===== config.mk =====
export PLATFORM = sky130hd
export DESIGN_NAME = led_shift_driver
export DESIGN_NICKNAME = d
export VERILOG_FILES = /design/src/rtl/led_shift_driver.sv
export SDC_FILE = /design/constraint.sdc
export NUM_CORES = 1
export LEC_CHECK = 0
export CAP_MARGIN = 20
export CORE_ASPECT_RATIO = 1.4
export CORE_MARGIN = 1.5
export CORE_UTILIZATION = 35
export CTS_CLUSTER_SIZE = 12
export DETAILED_ROUTE_END_ITERATION = 7
export PLACE_DENSITY = 0.66
export SYNTH_ARGS = -nofsm -noshare
export SYNTH_HDL_FRONTEND = slang
export SYNTH_SLANG_ARGS = --single-unit

===== constraint.sdc =====
create_clock -name i_CLK -period 2.89 [get_ports i_CLK]
set_clock_uncertainty 0.05 [all_clocks]
set_input_delay 0.578 -clock i_CLK [delete_from_list [all_inputs] [get_ports i_CLK]]
set_output_delay 0.578 -clock i_CLK [all_outputs]
set_load 0.02 [all_outputs]

===== src/rtl/led_shift_driver.sv =====
// Serial driver for chained 74HC595-class LED shift registers: takes a frame
// over valid/ready, shifts it out on SerClk/SerData, then strobes Latch.
module led_shift_driver #(
  parameter int unsigned DATA_W       = 16,
  parameter int unsigned CLK_DIV      = 2,
  parameter int unsigned LATCH_CYC    = 2,
  parameter bit          MSB_FIRST    = 1'b1,
  parameter bit          LATCH_LOW    = 1'b1,
  parameter bit          AUTO_REFRESH = 1'b0
) (
  input  logic              i_CLK,
  input  logic              i_RESET,
  input  logic [DATA_W-1:0] i_Data,
  input  logic              i_Valid,
  output logic              o_Ready,
  output logic              o_SerClk,
  output logic              o_SerData,
  output logic              o_Latch,
  output logic              o_Busy,
  output logic              o_Done
);

  localparam int unsigned CNT_MAX = (CLK_DIV > LATCH_CYC) ? CLK_DIV : LATCH_CYC;
  localparam int unsigned CNT_W   = $clog2(CNT_MAX + 1);
  localparam int unsigned BIT_W   = $clog2(DATA_W);
  localparam int unsigned OUT_IDX = MSB_FIRST ? DATA_W - 1 : 0;

  typedef enum logic [1:0] {
    S_IDLE     = 2'd0,
    S_SHIFT_LO = 2'd1,
    S_SHIFT_HI = 2'd2,
    S_LATCH    = 2'd3
  } state_e;

  state_e              state_q, state_d;
  logic [CNT_W-1:0]    cnt_q, cnt_d;
  logic [BIT_W-1:0]    bit_q, bit_d;
  logic [DATA_W-1:0]   shift_q, shift_d;
  logic [DATA_W-1:0]   pend_q, pend_d;
  logic                pend_v_q, pend_v_d;
  logic [DATA_W-1:0]   last_q, last_d;
  logic                last_v_q, last_v_d;
  logic                take_frame;
  logic [DATA_W-1:0]   shift_next;

  logic ready_q, ready_d;
  logic ser_clk_q, ser_clk_d;
  logic ser_data_q, ser_data_d;
  logic latch_q, latch_d;
  logic busy_q, busy_d;
  logic done_q, done_d;

  // State and datapath registers
  always_ff @(posedge i_CLK) begin
    if (i_RESET) begin
      state_q    <= S_IDLE;
      cnt_q      <= '0;
      bit_q      <= '0;
      shift_q    <= '0;
      pend_q     <= '0;
      pend_v_q   <= 1'b0;
      last_q     <= '0;
      last_v_q   <= 1'b0;
      ready_q    <= 1'b1;
      ser_clk_q  <= 1'b0;
      ser_data_q <= 1'b0;
      latch_q    <= LATCH_LOW;
      busy_q     <= 1'b0;
      done_q     <= 1'b0;
    end else begin
      state_q    <= state_d;
      cnt_q      <= cnt_d;
      bit_q      <= bit_d;
      shift_q    <= shift_d;
      pend_q     <= pend_d;
      pend_v_q   <= pend_v_d;
      last_q     <= last_d;
      last_v_q   <= last_v_d;
      ready_q    <= ready_d;
      ser_clk_q  <= ser_clk_d;
      ser_data_q <= ser_data_d;
      latch_q    <= latch_d;
      busy_q     <= busy_d;
      done_q     <= done_d;
    end
  end

  // Next state, counters, pending buffer and frame load
  always_comb begin
    state_d    = state_q;
    cnt_d      = cnt_q + CNT_W'(1);
    bit_d      = bit_q;
    shift_d    = shift_q;
    pend_d     = pend_q;
    pend_v_d   = pend_v_q;
    last_d     = last_q;
    last_v_d   = last_v_q;
    take_frame = 1'b0;

    if (MSB_FIRST) shift_next = {shift_q[DATA_W-2:0], 1'b0};
    else           shift_next = {1'b0, shift_q[DATA_W-1:1]};

    if (i_Valid && ready_q) begin
      pend_d   = i_Data;
      pend_v_d = 1'b1;
    end

    case (state_q)
      S_IDLE: begin
        cnt_d      = '0;
        take_frame = 1'b1;
      end
      S_SHIFT_LO: begin
        if (cnt_q == CNT_W'(CLK_DIV - 1)) begin
          state_d = S_SHIFT_HI;
          cnt_d   = '0;
        end
      end
      S_SHIFT_HI: begin
        if (cnt_q == CNT_W'(CLK_DIV - 1)) begin
          cnt_d = '0;
          if (bit_q == BIT_W'(DATA_W - 1)) begin
            state_d = S_LATCH;
          end else begin
            state_d = S_SHIFT_LO;
            shift_d = shift_next;
            bit_d   = bit_q + BIT_W'(1);
          end
        end
      end
      S_LATCH: begin
        if (cnt_q == CNT_W'(LATCH_CYC - 1)) begin
          state_d    = S_IDLE;
          cnt_d      = '0;
          take_frame = 1'b1;
        end
      end
      default: state_d = S_IDLE;
    endcase

    // Same decision from IDLE and the final latch cycle; pending beats refresh
    if (take_frame) begin
      if (pend_v_q) begin
        shift_d  = pend_q;
        last_d   = pend_q;
        last_v_d = 1'b1;
        pend_v_d = 1'b0;
        bit_d    = '0;
        cnt_d    = '0;
        state_d  = S_SHIFT_LO;
      end else if (AUTO_REFRESH && last_v_q) begin
        shift_d = last_q;
        bit_d   = '0;
        cnt_d   = '0;
        state_d = S_SHIFT_LO;
      end
    end
  end

  // Output values derived from the next state so they align with state_q
  always_comb begin
    ser_clk_d  = (state_d == S_SHIFT_HI);
    ser_data_d = ser_data_q;
    if (state_d == S_SHIFT_LO && state_q != S_SHIFT_LO) begin
      ser_data_d = shift_d[OUT_IDX];
    end else if (state_d == S_LATCH || state_d == S_IDLE) begin
      ser_data_d = 1'b0;
    end
    latch_d = (state_d == S_LATCH) ^ LATCH_LOW;
    busy_d  = (state_d != S_IDLE);
    done_d  = (state_d == S_LATCH) && (cnt_d == CNT_W'(LATCH_CYC - 1));
    ready_d = !pend_v_d;
  end

  assign o_Ready   = ready_q;
  assign o_SerClk  = ser_clk_q;
  assign o_SerData = ser_data_q;
  assign o_Latch   = latch_q;
  assign o_Busy    = busy_q;
  assign o_Done    = done_q;

endmodule

==> summary.md, run 1 <==
| Metric | Value |
|---|---|
| Status | finished, final reports clean |
| Fmax | 420 MHz |
| CTS tree | done |
| Max VDD drop | slightly below 0.3 mV |
| CP Capture Type | flip-flop |
| Clock-pin slew on the worst setup and hold paths | 0.08 ns |
| FILL cells | ~560 |
| Max-slew violations | 0 |
| Seq cells post-synth | 47 |
| Initial Utilization | between 30% and 40% |
| Min-delay worst type | flip-flop to flip-flop |
| Drt first pass iters | 4 |
| CORE AREA | between 5000 and 6000 um2 |
| Die Span Y | 91.7 um |
| Layout cells sized above 1 | under 10% |
| Row count | 32 |
| Distinct cell type count of the synthesized netlist | 34 |
| Area grow syn2layout | 19.6% |
| Top-count cell post-synth | nand2_1 |
| Number of global-route vias before repair | 1525 |
| Post-Synth XOR/XNOR Area | less than 1% |
| Critical Path Source Type | flip-flop |
| Crit path DAT | approximately 2.5 ns |
| Post-synthesis area per instance | 8.30 um2 |
| Most instantiated cells after synthesis | nand2_1, dfxtp_1, nor2_1, a21oi_1, a311oi_1 |
| Average wire per standard cell | 11.4 um |
| Area fraction in compound gates after synthesis | 15.1% |
| Skew-Pair Late Insertion Delay | between 0.2 and 0.3 ns |
| CP Max Fanout | 7 |
| Post-synth EDFFs | 0 |
| Initial DRC count | 47 |
| DR DRC count | 0 |
| Share of the synthesized area in the top cell type | 47.8% |
| Setup Fix Bufs, Post-CTS | 0 |
| Initial antenna violation count | 0 |
| GRT Overall Usage | 14.0% |
| Final setup fails | 0 |
| RSZ-0062 raised after global routing | false |
| Total CTS buffers | 5 |
| Die area | a little over 6000 um2 |
| GPL Wtd Cong | 0.798 |
| Clock tree buffer depth | 2 |
| Final hold slack | roughly 0.41 ns |
| Syn Inst Count | 237 |
| Final hold vios | 0 |
| Via/cell ratio | 4.90 |
| Synth warnings | 0 |
| Clock root buffer | clkbuf_8 |
| Critical path type | flip-flop to flip-flop |
| Syn Nets | 265 |
| Port Buffers | 24 |
| Register area share after synthesis | 47.8% |
| Relative slew slack | 63.5% |
| H-tree Lvls | 2 |
| First-pass GRT wire length | between 6000 and 7000 um |
| Post-Synth Adder-Cell Area | 5.72% |
| Area of the multi-input gates | slightly above 900 um2 |
| Largest net degree at the start of global routing | 41 |
| # nets final | 285 |
| Grt ovf | 0 |
| Number of gates resized after cts | 0 |
| Maxcap violations | 0 |
| Hold_buf cts | 0 |
| Setup TNS Final | 0 ns |
| Yosys top cell by area | dfxtp_1 |
| Final Cycle Share | 82.4% |
| Synth Area in Simple Gates | 25.6% |
| Final core occ | 42.9% |
| Synth area leaders | dfxtp_1, nand2_1, a311oi_1 |
| Pwr/cell area | 624 nW/um2 |
| Critical Path RT | 3.02 ns |
| Leakage | 0.903 nW |
| Diode count | 0 |
| IO Count | 25 |
| Die Width | 66.4 um |
| Mapped Area | 1970 um2 |
| Least-Margin Pin Slew | ~0.55 ns |
| Ys async rst share | 0% |
| Dominant synthesized flop cell | dfxtp_1 |
| DRT antenna net count | 0 |
| CTS Sinks | 47 |
| HPWL after DPL | 2520 um |
| Via count | between 1500 and 2000 |
| FF/Latch Area | roughly 940 um2 |
| Routed WL | 3730 um |
| Crit path time final | 2.38 ns |
| Largest family of logic cells by synthesized area | simple AND/OR/NAND/NOR gates |
| Multiplexer share of the synthesized area | 0% |
-- cells in the final DEF, fill, tap and decap left out, types with 2 or more instances in the layout --
cell and count:
inv_1 7, dfxtp_1 47, and2_1 2, o21ai_0 3, nand3_1 4, a311oi_1 14, o211ai_1 2, nand2_1 64
buf_4 3, nor3_1 4, nand2b_1 3, clkdlybuf4s50_1 24, nor2_1 27, clkbuf_8 6, a21oi_1 19, nor2b_1 2
or2_2 2, ha_1 9
-- layout make-up --
| cell class | instances | area share, % |
|---|---|---|
| repair buffers | 27 | 11.2 |
| flip-flops and latches | 47 | 40.0 |
| clock buffers | 6 | 3.51 |
| inverters | 7 | 1.12 |
| multi-input cells | 169 | 39.2 |
| clock inverters | 2 | 1.49 |
| well taps | 68 | 3.61 |
-- sequential cells by signal, summed over array words and instances (netlist names) --
signal and count:
pend_q 16, shift_q 16, bit_q 4, cnt_q 2
state_q 2, o_Busy 1, o_Done 1, o_Latch 1
o_Ready 1, o_SerClk 1, o_SerData 1, pend_v_q 1
-- final timing paths --
| check | from | to | slack, ns | cells past startpoint |
|---|---|---|---|---|
| worst max register to register | state_q[1] | o_SerData | 0.51 | 11 |
| worst max-delay path | state_q[1] | o_SerData | 0.51 | 11 |
| worst min register to register | pend_q[6] | pend_q[6] | 0.41 | 2 |
| worst min-delay path | pend_q[6] | pend_q[6] | 0.41 | 2 |
-- where the power goes --
part	switching, mW	leakage (nW)	total [mW]	internal (mW)
sequential	0.0319	0.384	0.740	0.708
clock	0.212	0.0612	0.492	0.280
combinational	0.134	0.458	0.238	0.104
total	0.378	0.903	1.47	1.09
-- per-layer routing --
metal,part of all wire (%),up-vias,routed length [um],GRT usage [%]
li1,-,834,-,-
met2,50,31,1850,23.6
met4,1.9,0,71,7.65
met5,0,-,0,0
met3,3.7,5,137,2.21
met1,45,726,1670,16.5
-- metrics by stage --
stage | instances | area, um2 | setup slack (ns) | power (mW)
after floorplan | 237 | 1970 | 0.815 | 0.917
after global placement | 318 | 2240 | 0.639 | 0.990
after detailed placement | 318 | 2240 | 0.530 | 0.994
after CTS | 326 | 2350 | 0.515 | 1.48
after global routing | 326 | 2350 | 0.247 | 1.56
final | 326 | 2350 | 0.508 | 1.47
-- worst max-delay path, stage by stage, from the launching register on --
cell	delay (ns)
dfxtp_1	0.35
inv_1	0.08
ha_1	0.33
nor3b_1	0.11
or2_2	0.28
a21boi_0	0.43
inv_1	0.13
ha_1	0.22
nand2b_1	0.10
nor2_1	0.04
o21ai_0	0.08
o21ai_0	0.08
-- cell families after synthesis --
family | after synthesis
adders and majority gates | 9
buffers and inverters | 21
AOI/OAI and AO/OA | 43
xor gates and xnor gates | 1
DFF | 47
and+or+nand+nor | 116
Power figures use the tool's default switching activity.
==> inputs of run 2 (changes only) <==
==> constraint.sdc (replaced) <==
create_clock -name i_CLK -period 2.39 [get_ports i_CLK]
set_clock_uncertainty 0.05 [all_clocks]
set_input_delay 0.478 -clock i_CLK [delete_from_list [all_inputs] [get_ports i_CLK]]
set_output_delay 0.478 -clock i_CLK [all_outputs]
set_load 0.02 [all_outputs]
==> summary.md, run 2 (synthesis results as in run 1) <==
| Metric | Value |
|---|---|
| DR DRC count | 0 |
| Clock tree buffer depth | 2 |
| CP Capture Type | flip-flop |
| IO Count | 25 |
| DRT antenna net count | 0 |
| Critical Path Source Type | flip-flop |
| CTS tree | done |
| Die Width | 66.4 um |
| Layout cells sized above 1 | 6.95% |
| Min-delay worst type | flip-flop to flip-flop |
| CP Max Fanout | 7 |
| Max-slew violations | 0 |
| RR Startpoint | state_q[0] |
| Diode count | 0 |
| Status | finished, final reports clean |
| Final hold slack | 0.408 ns |
| Critical path cell sequence | inv_1 > ha_2 > nor3b_1 > or2_2 > a21boi_0 > buf_4 > ha_1 > nor2_1 > nand3_1 > o21ai_0 |
| GPL Wtd Cong | 0.799 |
| Routed WL | 3840 um |
| Most frequent cells in the layout | nand2_1, dfxtp_1, nor2_1 |
| GRT Overall Usage | roughly 14% |
| Critical path type | flip-flop to flip-flop |
| Die Span Y | around 92 um |
| Min-Delay Endpoint | pend_q[9] |
| Pwr/cell area | 712 nW/um2 |
| Initial antenna violation count | 0 |
| First-pass GRT wire length | ~6700 um |
| Clock-pin slew on the worst setup and hold paths | approximately 0.080 ns |
| Hold_buf cts | 0 |
| H-tree Lvls | 2 |
| Fmax | 480 MHz |
| Setup Fix Bufs, Post-CTS | 0 |
| Via/cell ratio | 4.95 |
| Worst setup margin | 0.306 ns |
| Maxcap violations | 0 |
| Drt first pass iters | 4 |
| R2R depth | 10 |
| Largest net degree at the start of global routing | 34 |
| Crit-path slowest cell | dfxtp_1 |
| Initial DRC count | 47 |
| Hold Crit Depth | 2 |
| RSZ-0062 raised after global routing | false |
| Setup TNS Final | 0 ns |
| Initial Utilization | 35.9% |
| Via count | 1618 |
| Largest registers | pend_q (16), shift_q (16), bit_q (4) |
| Relative slew slack | a little over three fifths |
| Grt ovf | 0 |
| CP max stage delay | 0.34 ns |
| # nets final | 287 |
| Crit path time final | about 2.1 ns |
| Crit path DAT | 2.26 ns |
| Area grow syn2layout | 19.0% |
| Least-Margin Pin Slew | 0.558 ns |
| Die area | 6090 um2 |
| Pre-CTS setup slack | 0.267 ns |
| Clock root buffer | clkbuf_8 |
| HPWL after DPL | roughly 2600 um |
| Skew-Pair Late Insertion Delay | roughly 0.29 ns |
| Total CTS buffers | 5 |
| FF-to-FF setup slack | just over 0.3 ns |
| Average wire per standard cell | 11.7 um |
| Row count | 32 |
| Final hold vios | 0 |
| Port Buffers | 24 |
| Critical Path RT | 2.57 ns |
| Reg2Reg Capture Point | o_SerData |
| Worst hold start | pend_q[9] |
| Leakage | between 0.8 and 0.9 nW |
| Number of gates resized after cts | 0 |
| Max VDD drop | 0.397 mV |
| CTS Sinks | 47 |
| CORE AREA | 5490 um2 |
| Final Cycle Share | 87.2% |
| Commonest non-fill, non-tap cell in the layout | nand2_1 |
| Number of global-route vias before repair | 1575 |
| Final setup fails | 0 |
[run 2: cell types whose count changed in the layout (fill, tap and decap cells not counted)]
cell / delta
buf_4: +2
bufinv_16: -1
ha_2: +1
ha_1: -1
[run 2: layout make-up]
type | instances | area (um2)
clock buffer | 6 | 82.6
clock inverter | 1 | 5.00
fill | 544 | 3140
inverter | 7 | 26.3
multi-input combinational | 169 | 925
sequential | 47 | 941
tap | 68 | 85.1
timing repair buffer | 29 | 278
[run 2: layer usage]
metal	up-vias	global-route usage [%]	part of all wire, %
li1	836	-	-
met1	750	16.8	47
met2	26	22.3	48
met3	6	3.56	2.9
met4	0	9.01	2.8
met5	-	0	0
[run 2: metrics by stage]
| step | util, % | total power, mW | cell area, um2 | std cells |
|---|---|---|---|---|
| after floorplan | - | 1.11 | 1970 | 237 |
| after global placement | 41.1 | 1.20 | 2250 | 320 |
| after detailed placement | 41.1 | 1.21 | 2250 | 320 |
| after CTS | 42.7 | 1.69 | 2340 | 327 |
| after global routing | 42.7 | 1.77 | 2340 | 327 |
| final | 42.7 | 1.67 | 2340 | 327 |
[run 2: worst max-delay path, delay by kind of cell (launching register included)]
family / cells / cell delay (ns)
AO/OA/AOI/OAI: 2 / 0.32
adder cells (fa/ha/maj): 2 / 0.50
buffers and inverters: 2 / 0.27
flip-flops: 1 / 0.34
AND/OR/NAND/NOR: 4 / 0.54
[run 2: power by group]
part	switching, mW	total [mW]	internal [mW]
Sequential	0.0385	0.895	0.856
Combinational	0.164	0.298	0.134
Clock	0.248	0.475	0.227
Total	0.450	1.67	1.22
[run 2: worst max-delay path by stage]
stage,from,end,slack (ns),depth (start not counted)
2_1_floorplan,state_q[0],o_SerData,0.32,12
3_3_place_gp,state_q[0],o_SerData,0.34,10
3_5_place_dp,state_q[0],o_SerData,0.27,10
4_1_cts,state_q[0],o_SerData,0.24,10
5_1_grt,state_q[0],o_SerData,0.06,11
6_report,state_q[0],o_SerData,0.31,10
==> inputs of run 3 (changes only) <==
--- a/config.mk
+++ b/config.mk
@@ -12,6 +12,7 @@
 export CTS_CLUSTER_SIZE = 12
 export DETAILED_ROUTE_END_ITERATION = 7
 export PLACE_DENSITY = 0.66
+export SLEW_MARGIN = 30
 export SYNTH_ARGS = -nofsm -noshare
 export SYNTH_HDL_FRONTEND = slang
 export SYNTH_SLANG_ARGS = --single-unit
==> results of run 3 <==
The final DEF is identical to that of run 2; final timing and power are the same.
